## src/rtl/usb_io_buffer_if.sv

```systemverilog
// ============================================================================
// usb_io_buffer_if : CPU register-bus and USB CDC stream signals of usb_io_buffer
// Rev 1.0 - initial release
// ============================================================================
`default_nettype none

interface usb_io_buffer_if;
    // CPU load/store path
    logic       sel_i;
    logic       read_i;
    logic       write_i;
    logic [1:0] addr_i;
    logic [7:0] data_i;
    logic [7:0] data_o;
    // TX stream towards USB CDC
    logic [7:0] in_data_o;
    logic       in_valid_o;
    logic       in_ready_i;
    // RX stream from USB CDC
    logic [7:0] out_data_i;
    logic       out_valid_i;
    logic       out_ready_o;
    // Interrupts
    logic       rx_irq_o;
    logic       tx_irq_o;

    modport slave (
        input  sel_i, read_i, write_i, addr_i, data_i,
        input  in_ready_i, out_data_i, out_valid_i,
        output data_o, in_data_o, in_valid_o, out_ready_o, rx_irq_o, tx_irq_o
    );

    modport master (
        output sel_i, read_i, write_i, addr_i, data_i,
        output in_ready_i, out_data_i, out_valid_i,
        input  data_o, in_data_o, in_valid_o, out_ready_o, rx_irq_o, tx_irq_o
    );
endinterface

`default_nettype wire

```

## src/rtl/usb_io_buffer.sv

```systemverilog
// ============================================================================
// usb_io_buffer : memory-mapped TX/RX byte FIFOs between CPU and USB CDC streams
// Optional interrupts built when USB_IO_IRQ_EN is defined.
// Rev 1.0 - initial release
// ============================================================================
`default_nettype none

module usb_io_buffer #(
    parameter int DEPTH = 16
) (
    input  wire logic      clk_i,
    input  wire logic      rst_i,
    usb_io_buffer_if.slave bus
);
    localparam int AW = $clog2(DEPTH);
    localparam int CW = AW + 1;
    localparam logic [CW-1:0] C_FULL = CW'(DEPTH);

    logic [7:0]    r_tx_mem [DEPTH];
    logic [7:0]    r_rx_mem [DEPTH];
    logic [AW-1:0] r_tx_wr_ptr, r_tx_rd_ptr, r_rx_wr_ptr, r_rx_rd_ptr;
    logic [CW-1:0] r_tx_count, r_rx_count;
    logic          r_tx_ovf, r_rx_unf;
    logic [7:0]    r_data;

    logic          w_wr, w_rd, w_stat_wr;
    logic          w_tx_push_req, w_tx_full, w_tx_push, w_tx_pop;
    logic          w_rx_pop_req, w_rx_empty, w_rx_pop, w_rx_push;
    logic [CW-1:0] w_tx_count_nxt, w_rx_count_nxt;
    logic [7:0]    w_status, w_load_data;

    // Write wins over a simultaneous read
    assign w_wr      = bus.sel_i & bus.write_i;
    assign w_rd      = bus.sel_i & bus.read_i & ~bus.write_i;
    assign w_stat_wr = w_wr & (bus.addr_i == 2'd1);

    assign w_tx_full     = (r_tx_count == C_FULL);
    assign w_tx_push_req = w_wr & (bus.addr_i == 2'd0);
    assign w_tx_push     = w_tx_push_req & ~w_tx_full;
    assign w_tx_pop      = (r_tx_count != '0) & bus.in_ready_i;

    assign w_rx_empty    = (r_rx_count == '0);
    assign w_rx_pop_req  = w_rd & (bus.addr_i == 2'd0);
    assign w_rx_pop      = w_rx_pop_req & ~w_rx_empty;
    assign w_rx_push     = bus.out_valid_i & (r_rx_count != C_FULL);

    assign w_tx_count_nxt = r_tx_count + CW'(w_tx_push) - CW'(w_tx_pop);
    assign w_rx_count_nxt = r_rx_count + CW'(w_rx_push) - CW'(w_rx_pop);

    assign w_status = {4'b0000, r_tx_ovf, r_rx_unf, ~w_tx_full, ~w_rx_empty};

    always_comb begin
        w_load_data = 8'h00;
        if (w_rd) begin
            case (bus.addr_i)
                2'd0:    w_load_data = w_rx_empty ? 8'h00 : r_rx_mem[r_rx_rd_ptr];
                2'd1:    w_load_data = w_status;
                2'd2:    w_load_data = 8'(r_rx_count);
                default: w_load_data = 8'(r_tx_count);
            endcase
        end
    end

    assign bus.data_o      = r_data;
    assign bus.in_data_o   = r_tx_mem[r_tx_rd_ptr];
    assign bus.in_valid_o  = (r_tx_count != '0);
    assign bus.out_ready_o = (r_rx_count != C_FULL);

    // Storage needs no reset: pointers and counts define validity
    always_ff @(posedge clk_i) begin
        if (w_tx_push) r_tx_mem[r_tx_wr_ptr] <= bus.data_i;
        if (w_rx_push) r_rx_mem[r_rx_wr_ptr] <= bus.out_data_i;
    end

    always_ff @(posedge clk_i) begin
        if (rst_i) begin
            r_tx_wr_ptr <= '0;
            r_tx_rd_ptr <= '0;
            r_rx_wr_ptr <= '0;
            r_rx_rd_ptr <= '0;
            r_tx_count  <= '0;
            r_rx_count  <= '0;
            r_tx_ovf    <= 1'b0;
            r_rx_unf    <= 1'b0;
            r_data      <= 8'h00;
        end else begin
            if (w_tx_push) r_tx_wr_ptr <= r_tx_wr_ptr + AW'(1);
            if (w_tx_pop)  r_tx_rd_ptr <= r_tx_rd_ptr + AW'(1);
            if (w_rx_push) r_rx_wr_ptr <= r_rx_wr_ptr + AW'(1);
            if (w_rx_pop)  r_rx_rd_ptr <= r_rx_rd_ptr + AW'(1);
            r_tx_count <= w_tx_count_nxt;
            r_rx_count <= w_rx_count_nxt;
            r_data     <= w_load_data;

            // Set events take precedence over software clears
            if (w_tx_push_req & w_tx_full)
                r_tx_ovf <= 1'b1;
            else if (w_stat_wr & bus.data_i[3])
                r_tx_ovf <= 1'b0;

            if (w_rx_pop_req & w_rx_empty)
                r_rx_unf <= 1'b1;
            else if (w_stat_wr & bus.data_i[2])
                r_rx_unf <= 1'b0;
        end
    end

`ifdef USB_IO_IRQ_EN
    logic r_rx_irq, r_tx_irq, r_tx_arm;
    logic w_tx_irq_nxt;

    assign w_tx_irq_nxt = (w_tx_count_nxt == '0) & r_tx_arm;

    // Arm makes the TX-drained interrupt a single pulse per burst of pushes
    always_ff @(posedge clk_i) begin
        if (rst_i) begin
            r_rx_irq <= 1'b0;
            r_tx_irq <= 1'b0;
            r_tx_arm <= 1'b0;
        end else begin
            r_rx_irq <= (w_rx_count_nxt != '0);
            r_tx_irq <= w_tx_irq_nxt;
            r_tx_arm <= w_tx_push |
                        (r_tx_arm & ~w_tx_irq_nxt & ~(w_stat_wr & bus.data_i[4]));
        end
    end

    assign bus.rx_irq_o = r_rx_irq;
    assign bus.tx_irq_o = r_tx_irq;
`else
    assign bus.rx_irq_o = 1'b0;
    assign bus.tx_irq_o = 1'b0;
`endif

endmodule

`default_nettype wire

```

## src/flat_wrapper.sv

```systemverilog
// flat-port wrapper written by rule: the top's interface ports become plain ports
module usb_io_buffer_flat 
#(
    parameter int DEPTH = 16
)
  (clk_i, rst_i, bus_sel_i, bus_read_i, bus_write_i, bus_addr_i, bus_data_i, bus_in_ready_i, bus_out_data_i, bus_out_valid_i, bus_data_o, bus_in_data_o, bus_in_valid_o, bus_out_ready_o, bus_rx_irq_o, bus_tx_irq_o);
  usb_io_buffer_if bus_i ();
  input  wire logic clk_i;
  input  wire logic rst_i;
  input wire logic [$bits(bus_i.sel_i)-1:0] bus_sel_i;
  input wire logic [$bits(bus_i.read_i)-1:0] bus_read_i;
  input wire logic [$bits(bus_i.write_i)-1:0] bus_write_i;
  input wire logic [$bits(bus_i.addr_i)-1:0] bus_addr_i;
  input wire logic [$bits(bus_i.data_i)-1:0] bus_data_i;
  input wire logic [$bits(bus_i.in_ready_i)-1:0] bus_in_ready_i;
  input wire logic [$bits(bus_i.out_data_i)-1:0] bus_out_data_i;
  input wire logic [$bits(bus_i.out_valid_i)-1:0] bus_out_valid_i;
  output wire logic [$bits(bus_i.data_o)-1:0] bus_data_o;
  output wire logic [$bits(bus_i.in_data_o)-1:0] bus_in_data_o;
  output wire logic [$bits(bus_i.in_valid_o)-1:0] bus_in_valid_o;
  output wire logic [$bits(bus_i.out_ready_o)-1:0] bus_out_ready_o;
  output wire logic [$bits(bus_i.rx_irq_o)-1:0] bus_rx_irq_o;
  output wire logic [$bits(bus_i.tx_irq_o)-1:0] bus_tx_irq_o;
  assign bus_i.sel_i = bus_sel_i;
  assign bus_i.read_i = bus_read_i;
  assign bus_i.write_i = bus_write_i;
  assign bus_i.addr_i = bus_addr_i;
  assign bus_i.data_i = bus_data_i;
  assign bus_i.in_ready_i = bus_in_ready_i;
  assign bus_i.out_data_i = bus_out_data_i;
  assign bus_i.out_valid_i = bus_out_valid_i;
  assign bus_data_o = bus_i.data_o;
  assign bus_in_data_o = bus_i.in_data_o;
  assign bus_in_valid_o = bus_i.in_valid_o;
  assign bus_out_ready_o = bus_i.out_ready_o;
  assign bus_rx_irq_o = bus_i.rx_irq_o;
  assign bus_tx_irq_o = bus_i.tx_irq_o;
  usb_io_buffer #(.DEPTH(DEPTH)) u_core (.clk_i(clk_i), .rst_i(rst_i), .bus(bus_i));
endmodule
```

## config.mk

```make
export PLATFORM = sky130hd
export DESIGN_NAME = usb_io_buffer_flat
export DESIGN_NICKNAME = d
export VERILOG_FILES = /design/src/rtl/usb_io_buffer_if.sv /design/src/rtl/usb_io_buffer.sv /design/src/flat_wrapper.sv
export SDC_FILE = /design/constraint.sdc
export NUM_CORES = 1
export LEC_CHECK = 0
export ABC_AREA = 0
export BUFFER_PORTS_ARGS = -buffer_cell sky130_fd_sc_hd__buf_2
export CAP_MARGIN = 20
export CORE_UTILIZATION = 49
export DETAILED_ROUTE_END_ITERATION = 7
export HOLD_SLACK_MARGIN = 0.1
export PLACE_DENSITY = 0.69
export SLEW_MARGIN = 40
export SYNTH_ARGS = -nofsm -noshare
export SYNTH_HDL_FRONTEND = slang
export SYNTH_SLANG_ARGS = --single-unit
```

## constraint.sdc

```tcl
create_clock -name clk_i -period 5.1 [get_ports clk_i]
set_input_delay 1.02 -clock clk_i [delete_from_list [all_inputs] [get_ports clk_i]]
set_output_delay 1.02 -clock clk_i [all_outputs]
set_load 0.02 [all_outputs]
```

==> flow_summary.json <==
{
  "status": "completed",
  "setup_viol": 0,
  "min_period_ns": 3.98,
  "antenna_found_initial": 0,
  "nets": 743,
  "async_reset_ff_share_pct": 0,
  "ant_nets": 0,
  "slew_headroom_pct": 46.6,
  "vias": 5921,
  "clk_latency_ns": 0.54,
  "cp_data_arrival_time_ns": 2.96,
  "min_path_type": "flip-flop to flip-flop",
  "cts_resized": 0,
  "ys.flop_type": "edfxtp_1",
  "cts.sinks": 300,
  "dieHeight_um": 159,
  "avgSynthCellArea_um2": 18.5,
  "power.density_mw_per_mm2": 429,
  "final_common_cell": "edfxtp_1",
  "yosys_warnings": 0,
  "core_mm2": 0.0238,
  "die_w_um": 159,
  "dieArea_mm2": 0.0251,
  "track_usage_pct": 19.3,
  "grt_start_max_net_pins": 35,
  "layout_common_cells": "edfxtp_1, mux4_2, dfxtp_1, buf_2",
  "grt_pass1_wl_um": 35600,
  "area_growth_syn_to_layout_pct": 12.9,
  "r2r-start": "u_core.r_tx_count[2]$_SDFF_PP0_",
  "drt_iter0_markers": 409,
  "fmax_mhz": 251,
  "drive_above_1_share_pct": 24.9,
  "grt_overflow": 0,
  "fin_skew_ns": 0.0197,
  "vias_per_cell": 5.72,
  "clockBufferDepth": 3,
  "fin_ws_ns": 1.12,
  "final_max_slew_viol_count": 0,
  "p_leak_nw": 4.43,
  "start_util_pct": 50.5,
  "fill_cells": 1757,
  "syn_area_mm2": 0.0120,
  "portBuffers": 42,
  "synth-edff-count": 256,
  "crit_type": "flip-flop to primary output",
  "worstPathRequired_ns": 4.08,
  "path_clk_slew_ns": 0.06,
  "post_cts_buffers": 0,
  "pre_cts_slack_ns": 1.60,
  "reg2regPathDepth": 11,
  "cp-end-kind": "primary output",
  "synth_cells": 648,
  "grt_pass1_vias": 6174,
  "path_max_fanout": 20,
  "cts_max_level": 1,
  "cts_hold_buf": 0,
  "n_antenna_cell": 0,
  "crit_end": "bus_in_data_o[1]",
  "multi_input_area_mm2": 0.00329,
  "drv_cap": 0,
  "rows": 56,
  "place_congestion": 0.817,
  "cp-start-kind": "flip-flop",
  "wl_um": 23100,
  "post-dp-hpwl_um": 14500,
  "rsz0062_at_grt": "false",
  "ys_ff_latch": 300,
  "io_pins": 45,
  "cts_tree": "done",
  "cts-root-buf": "clkbuf_16",
  "tns_ns": 0,
  "hold_viol": 0,
  "period_share_pct": 78.1,
  "r2r-end": "u_core.r_tx_count[4]$_SDFF_PP0_",
  "worstMarginPinSlew_ns": 0.798,
  "wire_per_inst_um": 22.3,
  "r2r_setup_slack_ns": 1.88,
  "seq_area_frac_synth_pct": 71.4,
  "cts_buffers": 30,
  "synth_cell_types": 48,
  "peakVddDrop_mv": 0.271,
  "seq_area_mm2": 0.00857,
  "drc": 0,
  "dr.pass1.iters": 5
}
==> layout make-up <==
cell class              instances  area share (%)
clock buffers                  44            6.32
clock inverters                 9           0.563
inverters                      22           0.609
multi-input cells             290            24.3
flip-flops and latches        300            63.2
well taps                     319            2.95
repair buffers                 51            2.05
==> kinds of logic after synthesis <==
family	share of synthesized area, %
and+or+nand+nor	5.39
DFF	71.4
buffers and inverters	2.21
AOI/OAI and AO/OA	1.92
xor gates and xnor gates	1.31
muxes	15.3
adders and majority gates	2.52
other	0.0312
==> critical path: stages, from the launching register on <==
cell and delay, ns:
dfxtp_2 0.82, buf_4 0.40, mux4_2 0.54, mux4_2 0.48, buf_2 0.17
==> worst min-delay path by stage <==
stage / start / to / depth (start not counted)
5_1_grt: u_core.r_rx_unf$_SDFFE_PP0P_ / u_core.r_rx_unf$_SDFFE_PP0P_ / 2
3_3_place_gp: u_core.r_rx_unf$_SDFFE_PP0P_ / u_core.r_rx_unf$_SDFFE_PP0P_ / 2
2_1_floorplan: u_core.r_rx_unf$_SDFFE_PP0P_ / u_core.r_rx_unf$_SDFFE_PP0P_ / 2
4_1_cts: u_core.r_rx_unf$_SDFFE_PP0P_ / u_core.r_rx_unf$_SDFFE_PP0P_ / 2
6_report: u_core.r_rx_unf$_SDFFE_PP0P_ / u_core.r_rx_unf$_SDFFE_PP0P_ / 2
3_5_place_dp: u_core.r_rx_unf$_SDFFE_PP0P_ / u_core.r_rx_unf$_SDFFE_PP0P_ / 2
==> registers in the layout (all words and copies together), names as in the netlist, named ones only <==
signal              count
u_core.r_rx_unf         1
u_core.r_tx_ovf         1
u_core.r_tx_count       5
u_core.r_rx_wr_ptr      4
u_core.r_rx_mem       128
u_core.r_tx_rd_ptr      4
u_core.r_tx_mem       128
u_core.r_rx_rd_ptr      4
u_core.bus.data_o       8
u_core.r_rx_count       5
u_core.r_tx_wr_ptr      4
==> where the power goes <==
group          internal [W]  switching [W]  total [W]  leakage [nW]
Clock               0.00121       0.000863    0.00207         0.450
Sequential          0.00275      0.0000991    0.00285          2.67
Combinational      0.000437       0.000461   0.000898          1.31
Total               0.00440        0.00142    0.00582          4.43
==> per-stage QoR <==
| step | cell area, µm² | hold WS (ns) | power, W | utilization, % | cells |
|---|---|---|---|---|---|
| finish | 13600 | 0.477 | 0.00582 | 57.1 | 1035 |
| CTS | 13500 | 0.477 | 0.00588 | 57.0 | 1035 |
| global placement | 12600 | 0.446 | 0.00374 | 52.8 | 982 |
| detailed placement | 12600 | 0.466 | 0.00381 | 53.1 | 982 |
| global route | 13600 | 0.510 | 0.00606 | 57.1 | 1035 |
| floorplan | 12000 | 0.428 | 0.00355 | - | 649 |
==> routing by layer <==
layer	GRT usage, %	vias up	share of wire (%)	routed length, µm
li1	-	2647	-	-
met1	25.6	3074	42	9710
met2	33.4	167	51	11800
met3	2.61	33	4.9	1140
met4	5.68	0	2.0	473
met5	0	-	0	0
==> cells in the mapped netlist, drive strengths merged, types with 10 or more instances <==
library cell | number | area, µm²
clkbuf | 19 | 71.3
inv | 22 | 82.6
dfxtp | 44 | 881
nand3 | 13 | 65.1
nor2 | 44 | 165
and3 | 12 | 75.1
edfxtp | 256 | 7690
ha | 21 | 263
xor2 | 10 | 87.6
buf | 18 | 111
nand2 | 16 | 60.1
mux4 | 75 | 1740
a21oi | 10 | 50.1
Note: power is estimated with default switching activity, not from simulation.
